[src/rtl/btn_pkg.sv]
`default_nettype none
// ============================================================================
// Module : btn_pkg
// Brief  : Shared channel FSM encoding and default debounce length.
// Rev    : 1.0
// ============================================================================
package btn_pkg;

    typedef enum logic [1:0] {
        STABLE_LO = 2'd0,
        WAIT_HI   = 2'd1,
        STABLE_HI = 2'd2,
        WAIT_LO   = 2'd3
    } btn_state_t;

    // 10 ms at 100 MHz; simulation overrides this with a small value.
    localparam int DEFAULT_DEBOUNCE_CYCLES = 1_000_000;

endpackage
`default_nettype wire

[src/rtl/btn_debounce_ch.sv]
`default_nettype none
// ============================================================================
// Module : btn_debounce_ch
// Brief  : One button channel: 2-flop synchronizer, debounce FSM and counter,
//          registered level plus single-cycle press/release pulses.
// Rev    : 1.0
// ============================================================================
module btn_debounce_ch
    import btn_pkg::*;
#(
    parameter int DEBOUNCE_CYCLES = DEFAULT_DEBOUNCE_CYCLES
) (
    input  logic clk,
    input  logic reset,
    input  logic btn_raw,
    output logic btn_level,
    output logic btn_press,
    output logic btn_release
);

    localparam int                 CNT_W    = $clog2(DEBOUNCE_CYCLES);
    localparam logic [CNT_W-1:0]   CNT_LAST = CNT_W'(DEBOUNCE_CYCLES - 1);
    localparam logic [CNT_W-1:0]   CNT_ONE  = CNT_W'(1);

    logic             r_s1;
    logic             r_s2;
    btn_state_t       r_state;
    logic [CNT_W-1:0] r_cnt;

    always_ff @(posedge clk) begin
        if (reset) begin
            r_s1        <= 1'b0;
            r_s2        <= 1'b0;
            r_state     <= STABLE_LO;
            r_cnt       <= '0;
            btn_level   <= 1'b0;
            btn_press   <= 1'b0;
            btn_release <= 1'b0;
        end else begin
            r_s1        <= btn_raw;
            r_s2        <= r_s1;
            btn_press   <= 1'b0;
            btn_release <= 1'b0;

            // The candidate level must be seen on DEBOUNCE_CYCLES consecutive
            // edges; the counter stops at CNT_LAST because commit leaves WAIT.
            case (r_state)
                STABLE_LO: begin
                    if (r_s2) begin
                        r_state <= WAIT_HI;
                        r_cnt   <= CNT_ONE;
                    end
                end
                WAIT_HI: begin
                    if (!r_s2) begin
                        r_state <= STABLE_LO;
                        r_cnt   <= '0;
                    end else if (r_cnt == CNT_LAST) begin
                        r_state   <= STABLE_HI;
                        r_cnt     <= '0;
                        btn_level <= 1'b1;
                        btn_press <= 1'b1;
                    end else begin
                        r_cnt <= r_cnt + CNT_ONE;
                    end
                end
                STABLE_HI: begin
                    if (!r_s2) begin
                        r_state <= WAIT_LO;
                        r_cnt   <= CNT_ONE;
                    end
                end
                WAIT_LO: begin
                    if (r_s2) begin
                        r_state <= STABLE_HI;
                        r_cnt   <= '0;
                    end else if (r_cnt == CNT_LAST) begin
                        r_state     <= STABLE_LO;
                        r_cnt       <= '0;
                        btn_level   <= 1'b0;
                        btn_release <= 1'b1;
                    end else begin
                        r_cnt <= r_cnt + CNT_ONE;
                    end
                end
                default: begin
                    r_state <= STABLE_LO;
                    r_cnt   <= '0;
                end
            endcase
        end
    end

endmodule
`default_nettype wire

[src/rtl/btn_debouncer.sv]
`default_nettype none
// ============================================================================
// Module : btn_debouncer
// Brief  : N_BTNS independent debounce channels for raw push-button pins.
// Rev    : 1.0
// ============================================================================
module btn_debouncer
    import btn_pkg::*;
#(
    parameter int N_BTNS          = 5,
    parameter int DEBOUNCE_CYCLES = DEFAULT_DEBOUNCE_CYCLES
) (
    input  logic              clk,
    input  logic              reset,
    input  logic [N_BTNS-1:0] btn_raw,
    output logic [N_BTNS-1:0] btn_level,
    output logic [N_BTNS-1:0] btn_press,
    output logic [N_BTNS-1:0] btn_release
);

    for (genvar i = 0; i < N_BTNS; i++) begin : g_ch
        btn_debounce_ch #(
            .DEBOUNCE_CYCLES (DEBOUNCE_CYCLES)
        ) u_ch (
            .clk         (clk),
            .reset       (reset),
            .btn_raw     (btn_raw[i]),
            .btn_level   (btn_level[i]),
            .btn_press   (btn_press[i]),
            .btn_release (btn_release[i])
        );
    end

endmodule
`default_nettype wire

[config.mk]
export PLATFORM = sky130hd
export DESIGN_NAME = btn_debouncer
export DESIGN_NICKNAME = d
export VERILOG_FILES = /design/src/rtl/btn_pkg.sv /design/src/rtl/btn_debounce_ch.sv /design/src/rtl/btn_debouncer.sv
export SDC_FILE = /design/constraint.sdc
export NUM_CORES = 1
export LEC_CHECK = 0
export BUFFER_PORTS_ARGS = -buffer_cell sky130_fd_sc_hd__buf_2
export CAP_MARGIN = 40
export CORE_ASPECT_RATIO = 0.5
export CORE_MARGIN = 1
export CORE_UTILIZATION = 45
export DETAILED_ROUTE_END_ITERATION = 16
export GPL_TIMING_DRIVEN = 0
export SYNTH_ARGS = -nofsm -noshare
export SYNTH_HDL_FRONTEND = slang
export SYNTH_SLANG_ARGS = --single-unit
[constraint.sdc]
create_clock -name clk -period 5.1 [get_ports clk]
set_input_delay 1.02 -clock clk [delete_from_list [all_inputs] [get_ports clk]]
set_output_delay 1.02 -clock clk [all_outputs]
set_load 0.02 [all_outputs]
======== Word-level counts from Yosys, hierarchy flattened ========
Index checks and enable logic that the tools add are counted.
word-level totals
  input bits .............................. 7
  memory bits (read-only) ................. 0
  output and inout bits ................... 15
  register bits ........................... 135
  RAM bits ................................ 0
  memories kept ........................... 0
  logic and storage cells ................. 245
  latch bits .............................. 0
operators by class
  bitwise gates (word level) .............. 15
  multiply operators ...................... 0
  $add $sub $neg .......................... 5
  reductions and logical operators ........ 35
  divide/modulo/power cells ............... 0
  shift-type cells ........................ 0
  equality and inequality tests ........... 60
  multiplexer cells ....................... 95
  magnitude comparators ................... 0
operators with widths
  cell                                            count
  2-to-1 mux 20 bit                               25
  one-hot mux 20 bit (4 select lines)             5
  adder 20 x 1 -> 20 bit (second input constant)  5
  == test 20 bit (second input constant)          5
  2-to-1 mux 2 bit                                30
  != test 2 x 1 -> 1 bit (second input constant)  20
  one-hot mux 2 bit (4 select lines)              5
  OR reduction 3 bit                              10
  2-to-1 mux 1 bit                                25
  AND reduction 5 bit                             5
  == test 2 bit (second input constant)           10
  != test 2 bit (second input constant)           10
  AND reduction 4 bit                             5
  != test 3 x 1 -> 1 bit (second input constant)  5
  != test 3 bit (second input constant)           5
  inverter 1 bit                                  15
  == test 2 x 1 -> 1 bit (second input constant)  5
  logical NOT 2 bit                               5
  one-hot mux 1 bit (2 select lines)              5
  AND reduction 2 bit                             5
  nonzero test 2 bit                              5

======== Logic depth before layout (Yosys ltp) ========
  depth in word-level cells ............... 4
  depth in mapped cells ................... 8
  gate-level depth less buffers ........... 6

======== Cells and area by module ========
Synthesis repeated with hierarchy kept, for this count alone.
second synthesis, totals
  cells, all modules ...................... 753
  area total of the unflattened synthesis .. 6612.6 µm²
by module, submodules not included
  module                              instances  cells each  seq. area each (µm²)  area an instance (µm²)
  btn_debounce_ch (g_ch[0].u_ch ...)  4          150         540.5                 1323.8
  btn_debounce_ch (g_ch[4].u_ch)      1          153         540.5                 1317.5

======== Worst setup path before layout ========
OpenSTA, ideal clock, no wires.
  kind .................................... input to register
  from .................................... input port reset
  to ...................................... register g_ch[2].u_ch.r_cnt[9]
  data arrival time ....................... 2.184 ns
  stages on the path ...................... 6
  setup slack ............................. 2.846 ns
  data required time ...................... 5.030 ns
  path through ............................ clkbuf_1 nand3b_1 a21oi_2 clkbuf_1 a21oi_1 a21oi_1
RTL lines
  element               RTL line               text
  from (decl)           btn_debouncer.sv:14    input logic reset,
  to (signal assigned)  btn_debounce_ch.sv:64  r_cnt <= r_cnt + CNT_ONE;
  to (signal assigned)  btn_debounce_ch.sv:83  r_cnt <= r_cnt + CNT_ONE;
  to (decl)             btn_debounce_ch.sv:28  logic [CNT_W-1:0] r_cnt;

==> metrics.csv <==
stage;metric;value;unit
status;run_status;finished, final reports clean;
global_route;number_of_antenna_violations_at_the_first_check_in_global_routing;0;
logic_synthesis;post_synth_instance_area;6620;um2
global_route;grt_util_all_layers;0.219;
clocking;numClockSinks;135;
global_route;grt_pass1_wl;27.2;mm
timing;rsz0062_at_grt;false;
clocking;cts.reportedPaths.clkPinSlew;0.06;ns
routing;drt_first_iter_violations;400;
power;finalPower;2.48;mW
die;die_area;15200;um2
routing;detail-route-antenna-nets;0;
timing;max_slew.worst_pin.slew;0.896;ns
final_layout;synthToLayoutAreaGrowth;15.0;%
logic_synthesis;yosys_register_bits;135;
timing;tns;0;ns
clocking;clock_tree.buffer_depth;2;
global_route;largest_net_degree_at_the_start_of_global_routing;17;
critical_path;required;5.44;ns
logic_synthesis;avg_cell_area_syn;8.40;um2
flow_run;max_cap_violations;0;
timing;finalCritPeriodShare;0.497;
final_layout;antenna_cells;0;
clocking;cts_resized;0;
timing;timing_max_transition_violations_final;0;
clocking;cts_max_level;4;
placement;detailed_place_hpwl;10.5;mm
hold_path;timing.hold.worst.class;reg -> reg;
power;power-per-cell-area;325;nW/um2
routing;detail_route.first_pass.iterations;5;
timing;max_slew_headroom;0.398;
timing;fmaxAchievable;0.394;GHz
logic_synthesis;synth_nets;800;
final_layout;finish.net_count;843;
logic_synthesis;netlist_instances;788;
critical_path;worstSetupPathType;in -> reg;
final_layout;mostFrequentLayoutCells;135 x sky130_fd_sc_hd__dfxtp_1, 70 x sky130_fd_sc_hd__nand2_1, 64 x sky130_fd_sc_hd__a31oi_1, 52 x sky130_fd_sc_hd__nand3_1, 51 x sky130_fd_sc_hd__a21oi_1;
routing;routed-via-count;5982;
power;max-vdd-ir-drop;0.238;mV
power;leakage;2.70;nW
timing;period_minus_slack;2.54;ns
global_route;grt_pass1_vias;5461;
clocking;clkLatencyLatePin;0.42;ns
routing;drt-wirelength-per-cell;15.2;um
global_route;gr_overflow_total;0;
final_layout;layout_commonest_cell;sky130_fd_sc_hd__dfxtp_1;
die;starting_density;0.474;
clocking;post-cts-setup-buffer-count;0;
logic_synthesis;synth_enable_flop_cells;0;
logic_synthesis;ys_dominant_reg_cell;sky130_fd_sc_hd__dfxtp_1;
routing;drcViolationCount;0;
logic_synthesis;share_of_the_yosys_chip_area_belonging_to_registers;0.408;
clocking;cts-buffers-inserted;17;
die;die_x;174;um
die;vertical_extent_of_the_die;87.8;um
die;fp-row-count;30;
logic_synthesis;synth-warning-count;0;
placement;place_congestion;0.824;
routing;viasPerCell;5.77;
routing;detail_route.wirelength;15.7;mm
critical_path;arrival_time_at_the_worst_endpoint;2.87;ns
critical_path;worst_setup_path_end_kind;flip-flop;
logic_synthesis;synth-async-reset-ratio;0;
critical_path;critical_path.startpoint_type;input pin;
timing;fin_worst_skew;0.00915;ns
die;core_area;14000;um2
placement;buffer_ports.inserted;21;
clocking;cts_tree;done;
timing;finalSetupViolCount;0;
logic_synthesis;yosysUniqueCellTypes;58;
final_layout;drive_gt1_frac;0.107;
clocking;hold_buffers_post_cts;0;
final_layout;final.fill_count;1295;
timing;number_of_failing_hold_endpoints_at_the_final_stage;0;
critical_path;maximum_fanout_encountered_on_the_critical_timing_path;10;
clocking;clock_tree.root_cell;sky130_fd_sc_hd__clkbuf_16;
die;io_pins;22;
area by class of cell:
| cell class | count | area [um2] | share of cell area |
|---|---|---|---|
| plain buffers | 52 | 269 | 0.0353 |
| clock buffers | 20 | 467 | 0.0613 |
| clock inverters | 12 | 165 | 0.0217 |
| inverters | 22 | 82.6 | 0.0108 |
| multi-input cells | 579 | 3570 | 0.469 |
| flip-flops and latches | 135 | 2700 | 0.355 |
| well taps | 192 | 240 | 0.0315 |
| repair buffers | 24 | 121 | 0.0159 |
critical path, cell delays in order:
cell	delay, ns
sky130_fd_sc_hd__buf_2	0.16
sky130_fd_sc_hd__clkbuf_1	0.27
sky130_fd_sc_hd__nand3b_1	0.27
sky130_fd_sc_hd__a21oi_2	0.41
sky130_fd_sc_hd__clkbuf_1	0.45
sky130_fd_sc_hd__nand2_1	0.10
sky130_fd_sc_hd__a31oi_1	0.18
per-layer routing:
layer	routed length, um	GRT usage
met1	8300	0.308
met2	6900	0.342
met3	486	0.0486
met4	53	0.0539
met5	0	0
path summary, 6_finish.rpt:
path                                                          start                                  end  slack [ns]  cells past startpoint
worst min register to register         g_ch[1].u_ch.r_s1$_SDFF_PP0_         g_ch[1].u_ch.r_s2$_SDFF_PP0_        0.44                      1
worst max register to register  g_ch[3].u_ch.r_cnt[11]$_SDFFE_PP0P_  g_ch[3].u_ch.btn_release$_SDFF_PP0_        2.62                      5
worst max-delay path                                          reset   g_ch[2].u_ch.r_cnt[8]$_SDFFE_PP0P_        2.56                      7
worst min-delay path                   g_ch[1].u_ch.r_s1$_SDFF_PP0_         g_ch[1].u_ch.r_s2$_SDFF_PP0_        0.44                      1
power by group:
| part | total [mW] | leakage (nW) | internal [mW] | switching [mW] |
|---|---|---|---|---|
| clock | 1.32 | 0.300 | 0.816 | 0.503 |
| sequential | 1.08 | 1.09 | 1.07 | 0.0103 |
| combinational | 0.0821 | 1.31 | 0.0303 | 0.0518 |
| total | 2.48 | 2.70 | 1.91 | 0.566 |
kinds of logic after synthesis:
kind of cell,Yosys count,share of synthesized area
muxes,15,0.0227
xor gates and xnor gates,21,0.0278
adders and majority gates,5,0.00945
buffers and inverters,74,0.0531
and+or+nand+nor,341,0.290
AOI/OAI and AO/OA,197,0.189
DFF,135,0.408
Yosys cell counts (12+ instances only):
library cell	number	area, um2
sky130_fd_sc_hd__nand4_1	28	175
sky130_fd_sc_hd__a31oi_1	64	400
sky130_fd_sc_hd__nor2b_1	14	87.6
sky130_fd_sc_hd__a21oi_1	51	255
sky130_fd_sc_hd__a22o_1	12	105
sky130_fd_sc_hd__inv_1	22	82.6
sky130_fd_sc_hd__clkbuf_1	27	101
sky130_fd_sc_hd__nand2_1	70	263
sky130_fd_sc_hd__dfxtp_1	135	2700
sky130_fd_sc_hd__and3_1	19	119
sky130_fd_sc_hd__nand3_1	52	260
sky130_fd_sc_hd__o21ai_0	27	135
sky130_fd_sc_hd__buf_4	15	113
sky130_fd_sc_hd__and4_1	12	105
sky130_fd_sc_hd__nand3b_1	20	150
sky130_fd_sc_hd__or3_1	12	75.1
sky130_fd_sc_hd__nor2_1	40	150
sky130_fd_sc_hd__nor3_1	19	95.1
sky130_fd_sc_hd__mux2i_1	15	150
sky130_fd_sc_hd__a41oi_1	12	105
stage by stage:
stage | worst slack [ns] | utilization | instances | area [um2] | hold slack, ns
2_1_floorplan | 2.85 | - | 788 | 6620 | 0.414
3_3_place_gp | 2.14 | 0.499 | 1001 | 6970 | 0.423
3_5_place_dp | 2.14 | 0.500 | 1004 | 6980 | 0.427
4_1_cts | 2.56 | 0.545 | 1036 | 7620 | 0.445
5_1_grt | 2.38 | 0.545 | 1036 | 7620 | 0.465
6_report | 2.56 | 0.545 | 1036 | 7620 | 0.437
registers in the layout, indices dropped and copies added (netlist names), named ones only:
| register | flops |
|---|---|
| g_ch.u_ch.r_cnt | 100 |
| g_ch.u_ch.r_s1 | 5 |
| g_ch.u_ch.r_state | 5 |
| g_ch.u_ch.r_s2 | 5 |
| g_ch.u_ch.btn_release | 5 |
| g_ch.u_ch.btn_level | 5 |
| g_ch.u_ch.btn_press | 5 |
(Power assumes the default switching activity.)
